File: src/rtl/store_seq_ctrl_if.sv
// Store sequencer bus bundle: the execute-side request channel plus the
// data-memory beat channel and the completion pulses.
interface store_seq_ctrl_if;
    // Request from execute
    logic        req_valid;
    logic        req_ready;
    logic [31:0] instr;
    logic [31:0] daddr;
    logic [31:0] wdata;

    // Beat towards data memory
    logic        mem_valid;
    logic        mem_ready;
    logic [31:0] mem_addr;
    logic [31:0] mem_wdata;
    logic [3:0]  mem_we;

    // Completion
    logic        done;
    logic        err;

    // Controller side
    modport master (
        input  req_valid, instr, daddr, wdata, mem_ready,
        output req_ready, mem_valid, mem_addr, mem_wdata, mem_we, done, err
    );

    // Environment side (execute stage + memory)
    modport slave (
        output req_valid, instr, daddr, wdata, mem_ready,
        input  req_ready, mem_valid, mem_addr, mem_wdata, mem_we, done, err
    );
endinterface

File: src/rtl/store_seq_ctrl.sv
// RV32I store sequencer: takes one SB/SH/SW at a time, builds byte-lane
// enables and lane-aligned data, and splits word-crossing stores into two
// aligned beats. Completion is a one-cycle done/err pulse.
module store_seq_ctrl (
    input  logic             clk,
    input  logic             rst_n,
    store_seq_ctrl_if.master bus
);

    typedef enum logic [1:0] {
        IDLE  = 2'd0,
        BEAT0 = 2'd1,
        BEAT1 = 2'd2,
        RESP  = 2'd3
    } state_t;

    state_t      state_q, state_d;

    // Beat-1 payload, prepared at capture so the second beat needs no
    // recomputation once the request inputs are gone.
    logic [31:0] beat1_addr_q;
    logic [31:0] beat1_data_q;
    logic [3:0]  beat1_we_q;

    // Registered port outputs and their next values
    logic        mem_valid_q, mem_valid_d;
    logic [31:0] mem_addr_q,  mem_addr_d;
    logic [31:0] mem_wdata_q, mem_wdata_d;
    logic [3:0]  mem_we_q,    mem_we_d;
    logic        done_q,      done_d;
    logic        err_q,       err_d;

    // Request decode
    logic [2:0]  funct3;
    logic        legal;
    logic [1:0]  off;
    logic [31:0] base;
    logic [3:0]  base_mask;
    logic [7:0]  m8;
    logic [63:0] d64;
    logic        capture;

    // Only funct3 is meaningful; the rest of the instruction word is ignored.
    logic unused_instr_bits;
    assign unused_instr_bits = ^{bus.instr[31:15], bus.instr[11:0]};

    assign funct3  = bus.instr[14:12];
    assign off     = bus.daddr[1:0];
    assign base    = {bus.daddr[31:2], 2'b00};
    assign capture = (state_q == IDLE) && bus.req_valid;

    // Width decode: base lane mask per funct3, illegal encodings flagged.
    always_comb begin
        // NOTE: every always_comb output gets a default first so no path can
        // leave it unassigned, which would infer a latch.
        base_mask = 4'b0000;
        legal     = 1'b1;
        case (funct3)
            3'b000:  base_mask = 4'b0001;
            3'b001:  base_mask = 4'b0011;
            3'b010:  base_mask = 4'b1111;
            default: legal     = 1'b0;
        endcase
    end

    // Low nibble of m8 / low word of d64 form beat 0, the high halves beat 1.
    assign m8  = {4'b0000, base_mask} << off;
    assign d64 = {32'h0, bus.wdata} << {off, 3'b000};

    // State register.
    always_ff @(posedge clk or negedge rst_n) begin
        // NOTE: sequential state uses non-blocking assignments so every flop
        // samples pre-edge values regardless of block ordering.
        if (!rst_n) state_q <= IDLE;
        else        state_q <= state_d;
    end

    // Next-state logic; a beat only advances when memory accepts it.
    always_comb begin
        state_d = state_q;
        case (state_q)
            IDLE:  if (capture)       state_d = legal ? BEAT0 : RESP;
            BEAT0: if (bus.mem_ready) state_d = (|beat1_we_q) ? BEAT1 : RESP;
            BEAT1: if (bus.mem_ready) state_d = RESP;
            RESP:                     state_d = IDLE;
            default:                  state_d = IDLE;
        endcase
    end

    // Next values of the registered outputs; hold the beat while stalled.
    always_comb begin
        mem_valid_d = mem_valid_q;
        mem_addr_d  = mem_addr_q;
        mem_wdata_d = mem_wdata_q;
        mem_we_d    = mem_we_q;
        done_d      = 1'b0;
        err_d       = 1'b0;
        case (state_q)
            IDLE: begin
                mem_valid_d = 1'b0;
                mem_addr_d  = 32'h0;
                mem_wdata_d = 32'h0;
                mem_we_d    = 4'b0000;
                if (capture && legal) begin
                    mem_valid_d = 1'b1;
                    mem_addr_d  = base;
                    mem_wdata_d = d64[31:0];
                    mem_we_d    = m8[3:0];
                end else if (capture) begin
                    err_d = 1'b1;
                end
            end
            BEAT0: begin
                if (bus.mem_ready) begin
                    if (|beat1_we_q) begin
                        mem_valid_d = 1'b1;
                        mem_addr_d  = beat1_addr_q;
                        mem_wdata_d = beat1_data_q;
                        mem_we_d    = beat1_we_q;
                    end else begin
                        mem_valid_d = 1'b0;
                        mem_addr_d  = 32'h0;
                        mem_wdata_d = 32'h0;
                        mem_we_d    = 4'b0000;
                        done_d      = 1'b1;
                    end
                end
            end
            BEAT1: begin
                if (bus.mem_ready) begin
                    mem_valid_d = 1'b0;
                    mem_addr_d  = 32'h0;
                    mem_wdata_d = 32'h0;
                    mem_we_d    = 4'b0000;
                    done_d      = 1'b1;
                end
            end
            default: begin
                mem_valid_d = 1'b0;
                mem_addr_d  = 32'h0;
                mem_wdata_d = 32'h0;
                mem_we_d    = 4'b0000;
            end
        endcase
    end

    // Output registers; reset drops any pending beat immediately.
    always_ff @(posedge clk or negedge rst_n) begin
        if (!rst_n) begin
            mem_valid_q <= 1'b0;
            mem_addr_q  <= 32'h0;
            mem_wdata_q <= 32'h0;
            mem_we_q    <= 4'b0000;
            done_q      <= 1'b0;
            err_q       <= 1'b0;
        end else begin
            mem_valid_q <= mem_valid_d;
            mem_addr_q  <= mem_addr_d;
            mem_wdata_q <= mem_wdata_d;
            mem_we_q    <= mem_we_d;
            done_q      <= done_d;
            err_q       <= err_d;
        end
    end

    // Beat-1 payload capture; base + 4 wraps naturally at 32 bits.
    always_ff @(posedge clk or negedge rst_n) begin
        if (!rst_n) begin
            beat1_addr_q <= 32'h0;
            beat1_data_q <= 32'h0;
            beat1_we_q   <= 4'b0000;
        end else if (capture) begin
            beat1_addr_q <= base + 32'd4;
            beat1_data_q <= d64[63:32];
            beat1_we_q   <= legal ? m8[7:4] : 4'b0000;
        end
    end

    assign bus.req_ready = (state_q == IDLE);
    assign bus.mem_valid = mem_valid_q;
    assign bus.mem_addr  = mem_addr_q;
    assign bus.mem_wdata = mem_wdata_q;
    assign bus.mem_we    = mem_we_q;
    assign bus.done      = done_q;
    assign bus.err       = err_q;

endmodule

File: src/flat_wrapper.sv
// flat-port wrapper written by rule: the top's interface ports become plain ports
module store_seq_ctrl_flat 
  (clk, rst_n, bus_req_valid, bus_instr, bus_daddr, bus_wdata, bus_mem_ready, bus_req_ready, bus_mem_valid, bus_mem_addr, bus_mem_wdata, bus_mem_we, bus_done, bus_err);
  store_seq_ctrl_if bus_i ();
  input  logic clk;
  input  logic rst_n;
  input wire logic [$bits(bus_i.req_valid)-1:0] bus_req_valid;
  input wire logic [$bits(bus_i.instr)-1:0] bus_instr;
  input wire logic [$bits(bus_i.daddr)-1:0] bus_daddr;
  input wire logic [$bits(bus_i.wdata)-1:0] bus_wdata;
  input wire logic [$bits(bus_i.mem_ready)-1:0] bus_mem_ready;
  output wire logic [$bits(bus_i.req_ready)-1:0] bus_req_ready;
  output wire logic [$bits(bus_i.mem_valid)-1:0] bus_mem_valid;
  output wire logic [$bits(bus_i.mem_addr)-1:0] bus_mem_addr;
  output wire logic [$bits(bus_i.mem_wdata)-1:0] bus_mem_wdata;
  output wire logic [$bits(bus_i.mem_we)-1:0] bus_mem_we;
  output wire logic [$bits(bus_i.done)-1:0] bus_done;
  output wire logic [$bits(bus_i.err)-1:0] bus_err;
  assign bus_i.req_valid = bus_req_valid;
  assign bus_i.instr = bus_instr;
  assign bus_i.daddr = bus_daddr;
  assign bus_i.wdata = bus_wdata;
  assign bus_i.mem_ready = bus_mem_ready;
  assign bus_req_ready = bus_i.req_ready;
  assign bus_mem_valid = bus_i.mem_valid;
  assign bus_mem_addr = bus_i.mem_addr;
  assign bus_mem_wdata = bus_i.mem_wdata;
  assign bus_mem_we = bus_i.mem_we;
  assign bus_done = bus_i.done;
  assign bus_err = bus_i.err;
  store_seq_ctrl u_core (.clk(clk), .rst_n(rst_n), .bus(bus_i));
endmodule
File: config.mk
export PLATFORM = sky130hd
export DESIGN_NAME = store_seq_ctrl_flat
export DESIGN_NICKNAME = d
export VERILOG_FILES = /design/src/rtl/store_seq_ctrl_if.sv /design/src/rtl/store_seq_ctrl.sv /design/src/flat_wrapper.sv
export SDC_FILE = /design/constraint.sdc
export NUM_CORES = 1
export LEC_CHECK = 0
export ABC_CLOCK_PERIOD_IN_PS = 5020
export CAP_MARGIN = 15
export CORE_UTILIZATION = 30
export DETAILED_ROUTE_END_ITERATION = 6
export HOLD_SLACK_MARGIN = 0.12
export PLACE_DENSITY_LB_ADDON = 0.12
export SKIP_LAST_GASP = 1
export SLEW_MARGIN = 30
export SYNTH_ARGS = -nofsm -noshare
export SYNTH_HDL_FRONTEND = slang
export SYNTH_SLANG_ARGS = --single-unit
export TNS_END_PERCENT = 20
File: constraint.sdc
create_clock -name clk -period 5.02 [get_ports clk]
set_input_delay 1.255 -clock clk [delete_from_list [all_inputs] [get_ports clk]]
set_output_delay 1.255 -clock clk [all_outputs]
set_load 0.02 [all_outputs]
==> metrics.txt, run 1 <==
cell taking the most area after synthesis dfrtp_1; fillers 2,040; dominant cell by count in the synthesized netlist dfrtp_1; share of layout cells above drive strength 1 8.31%; DP Worst Slack 1.38 ns; placed insts 1,032; Std-Cell Rows 52; initial core utilization 31.0%; post-cts repair resize count 0; combinational power share 30.8%; top-area cell type share of the netlist area 50.2%; # IOs 172; post-route ant nets 0; dominant synthesized flop cell dfrtp_1; antenna violations before repair 0; NetSw 1430 µW; switch share 35.4%; maxcap violations 0; Setup-failing EPs final 0; WP data required 3.76 ns; CP endpoint kind output port; Bufs on Longest Clock Path 2; largest net degree at the start of global routing 99; synthesis-to-finish area growth 35.1%; arrival time of the worst setup path 1.96 ns; Die H 148 µm; Port Buffers 140; flop-to-flop setup slack 2.55 ns; final non-filler cell total 1,064; PnR Total Power 4030 µW; clk_lat worst skew 0.42 ns; Clock transition at path regs 0.06 ns; Final HPWL DP 12.9 mm; clock share of power 32.5%; # nets final 886; Cell Pwr Density 468 mW/mm²; die area 0.0218 mm²; vias in the first global route 5,571; status complete, no violations; reg2reg end u_core.bus.mem_we[2]$_DFFE_PN0P_; CTS Sinks 128; Clock Skew 0.00685 ns; Core Region 0.0206 mm²; TritonCTS Buffers 17; RSZ-0062 raised after global routing no; setup tns final 0 ns; WHS Path Cells 2; WHS Endpoint u_core.bus.mem_wdata[9]$_DFFE_PN0P_; Synth Instances 666; Pleak 0.00350 µW; Power Internal 2600 µW; synth unique cells 50; worst hold margin 0.475 ns; hold buffers post-CTS 0; routed via count 5,593; Post-synth EDFFs 0; Ant. Diodes 0; first-pass GRT wire length 31.8 mm; postcts setup bufs 0; root buffer cell clkbuf_16; Syn Area/Cell 9.57 µm²; worst vdd ir 0.252 mV; worst setup margin 1.80 ns; synth top area cells dfrtp_1, nand2_1, o21ai_0, a22oi_1, clkbuf_1; TritonCTS clock tree yes; sequential share of power 36.7%; synthesized area 0.00637 mm²; GRT Overall Usage 19.0%; H-tree depth 4; time the worst path needs with I/O delays and setup 3.22 ns; fin crit share 64.1%; max-slew violations 0; critical path class flip-flop to output port; DRC Markers 0; FMAX 0.311 GHz; Die Wd 148 µm; commonest cells in the synthesized netlist dfrtp_1, nand2_1, o21ai_0; Yosys Warn Count 0; final hold vios 0; Iter 0 DRT Violations 252; routed vias/inst 5.26; final WL 20.0 mm; Seq/Total Area, Yosys 50.2%; RR Startpoint u_core.state_q[0]$_DFFE_PN0P_; worst-margin pin slew 0.966 ns; crit-path max FO 6; GPL Wtd Cong 0.800; hold path start u_core.bus.mem_wdata[9]$_DFFE_PN0P_; Slew HR 35.6%; post-synthesis async set-or-reset flop share 100%; grt total ovfl 0; first drt pass iteration count 4; Yosys reg bits 128; CP startpoint kind flip-flop; R2R cell count 6; Hold/Removal Path Class flip-flop to flip-flop; wire per inst 18.8 µm
## cell families (layout without fill, tap and decap cells)
logic type,after synthesis,count (layout),synth area share (%)
xor+xnor,14,14,1.92
buf+inv,73,200,4.63
mux,25,25,4.10
fa+ha+maj,5,5,0.981
compound gates,204,204,22.0
simple gates,216,216,16.0
other cells,1,2,0.0588
flops,128,128,50.2
## placed cells by master (no fill, tap or decap), types with 5 or more instances in the layout
cell,count
nand2_1,105
clkinv_2,5
a22o_1,18
nand4_1,5
or4_1,12
inv_1,18
a221o_1,9
ha_1,5
xnor2_1,12
a221oi_1,7
dfrtp_1,128
nor2b_1,5
a32o_1,8
nor4_1,13
o31ai_1,14
nor2_1,40
nand3_1,9
a31oi_1,14
buf_4,10
o21ai_0,74
clkdlybuf4s50_1,138
nor3_1,5
a2bb2oi_1,7
clkbuf_16,17
mux2i_1,16
mux2_2,9
a22oi_1,38
## layout make-up
class | count | area [µm²] | share of cell area [%]
tap | 270 | 338 | 3.92
clock inverter | 15 | 193 | 2.24
timing repair buffer | 150 | 1480 | 17.1
clock buffer | 17 | 425 | 4.94
multi-input combinational | 466 | 2910 | 33.8
inverter | 18 | 67.6 | 0.785
sequential | 128 | 3200 | 37.2
## metal layers
layer	global-route usage [%]	up-vias	wire length [µm]
met1	25.9	2737	9380
met4	6.24	0	294
li1	-	2661	-
met2	29.3	174	8990
met5	0	-	0
met3	4.97	21	1320
## flip-flops by register name, summed over array words and instances, names as in the netlist
signal,flops
u_core.bus.mem_we,4
u_core.bus.err,1
u_core.bus.done,1
u_core.beat1_data_q,24
u_core.beat1_we_q,3
u_core.bus.mem_wdata,32
u_core.bus.mem_valid,1
u_core.beat1_addr_q,30
u_core.state_q,2
u_core.bus.mem_addr,30
## how the worst max path moves through the flow
stage / from / end / cells after the start
after CTS: u_core.state_q[0]$_DFFE_PN0P_ / bus_req_ready / 3
after floorplan: bus_daddr[2] / u_core.beat1_addr_q[30]$_DFFE_PN0N_ / 6
after detailed placement: bus_daddr[1] / u_core.bus.mem_wdata[20]$_DFFE_PN0P_ / 6
after global routing: bus_instr[13] / u_core.bus.mem_addr[5]$_DFFE_PN0P_ / 5
after global placement: bus_daddr[1] / u_core.bus.mem_wdata[21]$_DFFE_PN0P_ / 6
final: u_core.state_q[0]$_DFFE_PN0P_ / bus_req_ready / 3
## per-stage QoR
stage	util (%)	instance area [µm²]
after global placement	38.9	7990
after CTS	41.9	8610
after floorplan	-	6380
after detailed placement	38.9	7990
after global routing	41.9	8610
final	41.9	8610
## worst max-delay path: stages, from the launching register on
cell,delay [ns]
dfrtp_1,0.41
inv_1,0.12
ha_1,0.34
clkdlybuf4s50_1,0.67
## power groups by stage
| stage | clock (µW) | sequential [µW] | combinational, µW |
|---|---|---|---|
| after floorplan | 0 | 1540 | 664 |
| after global placement | 0 | 1480 | 1230 |
| after detailed placement | 0 | 1490 | 1260 |
| after CTS | 1340 | 1480 | 1260 |
| after global routing | 1380 | 1510 | 1380 |
| final | 1310 | 1480 | 1240 |
Power figures use the tool's default switching activity.
==> run 2: changes to the inputs <==
--- a/config.mk
+++ b/config.mk
@@ -5,7 +5,7 @@
 export SDC_FILE = /design/constraint.sdc
 export NUM_CORES = 1
 export LEC_CHECK = 0
-export ABC_CLOCK_PERIOD_IN_PS = 5020
+export ABC_CLOCK_PERIOD_IN_PS = 3350
 export CAP_MARGIN = 15
 export CORE_UTILIZATION = 30
 export DETAILED_ROUTE_END_ITERATION = 6
==> constraint.sdc (replaced) <==
create_clock -name clk -period 3.35 [get_ports clk]
set_input_delay 0.8375 -clock clk [delete_from_list [all_inputs] [get_ports clk]]
set_output_delay 0.8375 -clock clk [all_outputs]
set_load 0.02 [all_outputs]
==> metrics.txt, run 2 (synthesis results as in run 1) <==
largest net degree at the start of global routing 79; hold buffers post-CTS 0; synthesis-to-finish area growth 36.3%; die area 0.0218 mm²; most frequent cells in the layout clkdlybuf4s50_1, dfrtp_1, nand2_1; post-cts repair resize count 0; Setup-failing EPs final 0; flop-to-flop setup slack 0.98 ns; CTS Sinks 128; # IOs 172; Bufs on Longest Clock Path 2; max-slew violations 0; first drt pass iteration count 5; Die H 148 µm; setup tns final 0 ns; fillers 2,036; share of layout cells above drive strength 1 9.45%; time the worst path needs with I/O delays and setup 2.81 ns; CP startpoint kind flip-flop; Std-Cell Rows 52; RSZ-0062 raised after global routing no; Clock transition at path regs 0.06 ns; crit-path max FO 6; final WL 19.5 mm; wire per inst 18.2 µm; worst-margin pin slew 0.750 ns; area of the multi-input gates 0.00291 mm²; H-tree depth 4; CP endpoint kind output port; Ant. Diodes 0; WP data required 2.51 ns; clk_lat worst skew 0.42 ns; RR Startpoint u_core.state_q[1]$_DFFE_PN0P_; Core Region 0.0206 mm²; arrival time of the worst setup path 1.97 ns; DRC Markers 0; Power Internal 3830 µW; GRT Overall Usage 18.3%; maxcap violations 0; Die Wd 148 µm; Clock Skew 0.0103 ns; fin crit share 83.8%; worst vdd ir 0.369 mV; post-route ant nets 0; NetSw 2140 µW; Port Buffers 140; final hold vios 0; first-pass GRT wire length 30.6 mm; # nets final 896; antenna violations before repair 0; critical path class flip-flop to output port; combinational power share 31.7%; sequential share of power 37.1%; Hold/Removal Path Class primary input to async pin; Cell Pwr Density 687 mW/mm²; postcts setup bufs 0; switch share 35.8%; Pleak 0.00354 µW; R2R cell count 6; root buffer cell clkbuf_16; routed vias/inst 5.26; status complete, no violations; grt total ovfl 0; Slew HR 49.9%; GPL Wtd Cong 0.805; final core utilization 42.3%; routed via count 5,644; FMAX 0.356 GHz; Iter 0 DRT Violations 333; max reg flops 32; clock share of power 31.2%; TritonCTS Buffers 17; FF/Latch Area 0.00320 mm²; Final HPWL DP 13.3 mm; initial core utilization 31.0%; most common cell after layout, fill and taps aside clkdlybuf4s50_1; vias in the first global route 5,606; reg2reg end u_core.bus.mem_addr[24]$_DFFE_PN0P_; TritonCTS clock tree yes
[run 2: per-layer routing]
layer  vias to the layer above  global-route usage, %  part of all wire, %
met3                        13                   5.15                  6.4
met5                         -                      0                    0
met1                      2774                   24.5                   47
li1                       2682                      -                    -
met4                         0                   5.67                 0.89
met2                       175                   28.5                   46
[run 2: worst max-delay path, cell delays in order (launching register included)]
cell	delay, ns
dfrtp_1	0.42
inv_1	0.12
ha_1	0.35
clkdlybuf4s50_1	0.67
[run 2: power groups by stage]
stage                     Sequential (µW)  Combinational (µW)  Clock, µW
after floorplan                      2310                 994          0
after global placement               2220                1890          0
after detailed placement             2230                1910          0
after CTS                            2210                1910       1920
after global routing                 2260                2090       1970
final                                2210                1890       1860
[run 2: worst max-delay path by stage]
stage	start	endpoint	slack, ns	cells after the start
after floorplan	bus_daddr[2]	u_core.beat1_addr_q[30]$_DFFE_PN0N_	0.94	6
after global placement	bus_daddr[2]	u_core.beat1_addr_q[30]$_DFFE_PN0N_	0.30	6
after detailed placement	bus_daddr[2]	u_core.beat1_addr_q[20]$_DFFE_PN0N_	0.27	6
after CTS	u_core.state_q[1]$_DFFE_PN0P_	bus_req_ready	0.53	3
after global routing	u_core.state_q[1]$_DFFE_PN0P_	bus_req_ready	0.47	3
final	u_core.state_q[0]$_DFFE_PN0P_	bus_req_ready	0.54	3
[run 2: area by class of cell]
cell class,instances,area share [%]
Sequential cell,128,36.9
Multi-Input combinational cell,466,33.5
Timing Repair Buffer,160,18.1
Clock buffer,18,5.06
Tap cell,270,3.89
Clock inverter,14,1.80
Inverter,18,0.778
[run 2: metrics by stage]
step	power [µW]	instances	hold slack [ns]	instance area, µm²	worst slack [ns]
after floorplan	3300	667	0.447	6380	0.941
after global placement	4110	1042	0.462	8090	0.301
after detailed placement	4140	1042	0.470	8090	0.267
after CTS	6050	1074	0.473	8690	0.527
after global routing	6330	1074	0.495	8690	0.474
final	5970	1074	0.444	8690	0.543
==> run 3: changes to the inputs <==
--- a/config.mk
+++ b/config.mk
@@ -5,7 +5,7 @@
 export SDC_FILE = /design/constraint.sdc
 export NUM_CORES = 1
 export LEC_CHECK = 0
-export ABC_CLOCK_PERIOD_IN_PS = 3350
+export ABC_CLOCK_PERIOD_IN_PS = 2300
 export CAP_MARGIN = 15
 export CORE_UTILIZATION = 30
 export DETAILED_ROUTE_END_ITERATION = 6
==> constraint.sdc (replaced) <==
create_clock -name clk -period 2.3 [get_ports clk]
set_input_delay 0.575 -clock clk [delete_from_list [all_inputs] [get_ports clk]]
set_output_delay 0.575 -clock clk [all_outputs]
set_load 0.02 [all_outputs]
==> metrics.txt, run 3 (synthesis results as in run 1) <==
status complete, no violations; die area 0.0218 mm²; Clock Skew 0.00924 ns; RSZ-0062 raised after global routing no; final core utilization 44.8%; Ant. Diodes 0; DP Worst Slack -0.381 ns; # IOs 172; wire per inst 18.2 µm; Slew HR 51.3%; # nets final 954; first drt pass iteration count 7; vias in the first global route 5,993; largest net degree at the start of global routing 43; FF/Latch Area 0.00320 mm²; TritonCTS clock tree yes; postcts setup bufs 0; placed insts 1,099; routed via count 5,916; Port Buffers 140; fin crit share 96.2%; routed vias/inst 5.23; final hold vios 0; worst-margin pin slew 0.729 ns; final non-filler cell total 1,131; worst hold margin 0.478 ns; most frequent cells in the layout clkdlybuf4s50_1, dfrtp_1, nand2_1; Power Internal 6030 µW; most common cell after layout, fill and taps aside clkdlybuf4s50_1; Bufs on Longest Clock Path 2; setup tns final 0 ns; Hold/Removal Path Class flip-flop to flip-flop; CTS Sinks 128; TritonCTS Buffers 17; FMAX 0.452 GHz; area of the multi-input gates 0.00291 mm²; synthesis-to-finish area growth 44.6%; GRT Overall Usage 19.5%; grt total ovfl 0; Setup-failing EPs final 0; maxcap violations 0; clock share of power 32.7%; Clock transition at path regs 0.06 ns; root buffer cell clkbuf_16; Iter 0 DRT Violations 328; max reg flops 32; crit-path max FO 12; worst vdd ir 0.587 mV; CP startpoint kind primary input; time the worst path needs with I/O delays and setup 2.21 ns; Die Wd 148 µm; NetSw 3200 µW; fillers 1,999; Die H 148 µm; arrival time of the worst setup path 2.55 ns; Core Region 0.0206 mm²; Final HPWL DP 14.7 mm; combinational power share 32.2%; final WL 20.6 mm; initial core utilization 31.0%; sequential share of power 35.1%; switch share 34.7%; Pleak 0.00387 µW; max-slew violations 0; first-pass GRT wire length 32.7 mm; share of layout cells above drive strength 1 15.3%; GPL Wtd Cong 0.859; clk_lat worst skew 0.42 ns; Cell Pwr Density 1000 mW/mm²; DRC Markers 0; H-tree depth 4; critical path class primary input to flip-flop; CP endpoint kind flip-flop; worst setup margin 0.0878 ns; antenna violations before repair 0; post-route ant nets 0; WP data required 2.64 ns; Std-Cell Rows 52
==> run 3: cell count changes in the layout (fill, tap and decap cells not counted), sizes merged, moves of 2 or more <==
cell / delta
buf: +57
bufinv: +3
clkinv: +2
clkinvlp: -3
inv: -3
==> run 3: final timing paths <==
| kind | startpoint | to | slack (ns) | cells past startpoint |
|---|---|---|---|---|
| min in group asynchronous | rst_n | u_core.bus.mem_wdata[8]$_DFFE_PN0P_ | 0.66 | 2 |
| setup reg to reg | u_core.state_q[0]$_DFFE_PN0P_ | u_core.bus.mem_wdata[0]$_DFFE_PN0P_ | 0.21 | 8 |
| hold / removal | u_core.bus.mem_wdata[21]$_DFFE_PN0P_ | u_core.bus.mem_wdata[21]$_DFFE_PN0P_ | 0.48 | 2 |
| setup / recovery | bus_daddr[2] | u_core.beat1_addr_q[20]$_DFFE_PN0N_ | 0.09 | 6 |
| max in group asynchronous | rst_n | u_core.bus.mem_we[2]$_DFFE_PN0P_ | 0.98 | 3 |
| hold reg to reg | u_core.bus.mem_wdata[21]$_DFFE_PN0P_ | u_core.bus.mem_wdata[21]$_DFFE_PN0P_ | 0.48 | 2 |
==> run 3: per-stage QoR <==
step | power (µW) | area (µm²)
5_1_grt | 9750 | 9220
3_5_place_dp | 6240 | 8560
3_3_place_gp | 6150 | 8560
2_1_floorplan | 4810 | 6380
4_1_cts | 9310 | 9220
6_report | 9230 | 9220
==> run 3: power groups by stage <==
stage               clock (µW)  sequential, µW  combinational [µW]
detailed placement           0            3270                2980
global placement             0            3240                2910
CTS                       3080            3240                3000
finish                    3010            3240                2970
floorplan                    0            3360                1450
global route              3190            3310                3250
==> run 3: cell type report <==
cell class / count / area share, %
flip-flops and latches: 128 / 34.8
multi-input cells: 466 / 31.6
inverters: 18 / 0.733
clock buffers: 18 / 4.77
repair buffers: 218 / 22.2
clock inverters: 13 / 2.29
well taps: 270 / 3.67
==> run 3: routing by layer <==
metal / vias to the layer above / part of all wire (%) / global-route usage [%] / wire, µm
li1: 2795 / - / - / -
met1: 2895 / 46 / 26.4 / 9570
met2: 200 / 46 / 30.5 / 9430
met3: 26 / 6.1 / 4.85 / 1260
met4: 0 / 1.6 / 6.08 / 326
met5: - / 0 / 0 / 0
==> run 3: repair_timing <==
| action | CTS | global route |
|---|---|---|
| endpoints found under the setup margin | 1 | 4 |
| hold buffers | 1 | 0 |
| pin swaps | 0 | 1 |
| hold endpoints to repair | 39 | 0 |
| gates resized for setup | 1 | 0 |
==> run 3: worst max-delay path, cell delays in order <==
cell and delay [ns]:
clkdlybuf4s50_1 0.51, ha_1 0.20, nand3_2 0.09, or3_4 0.46, or4_1 0.52, a31oi_1 0.19
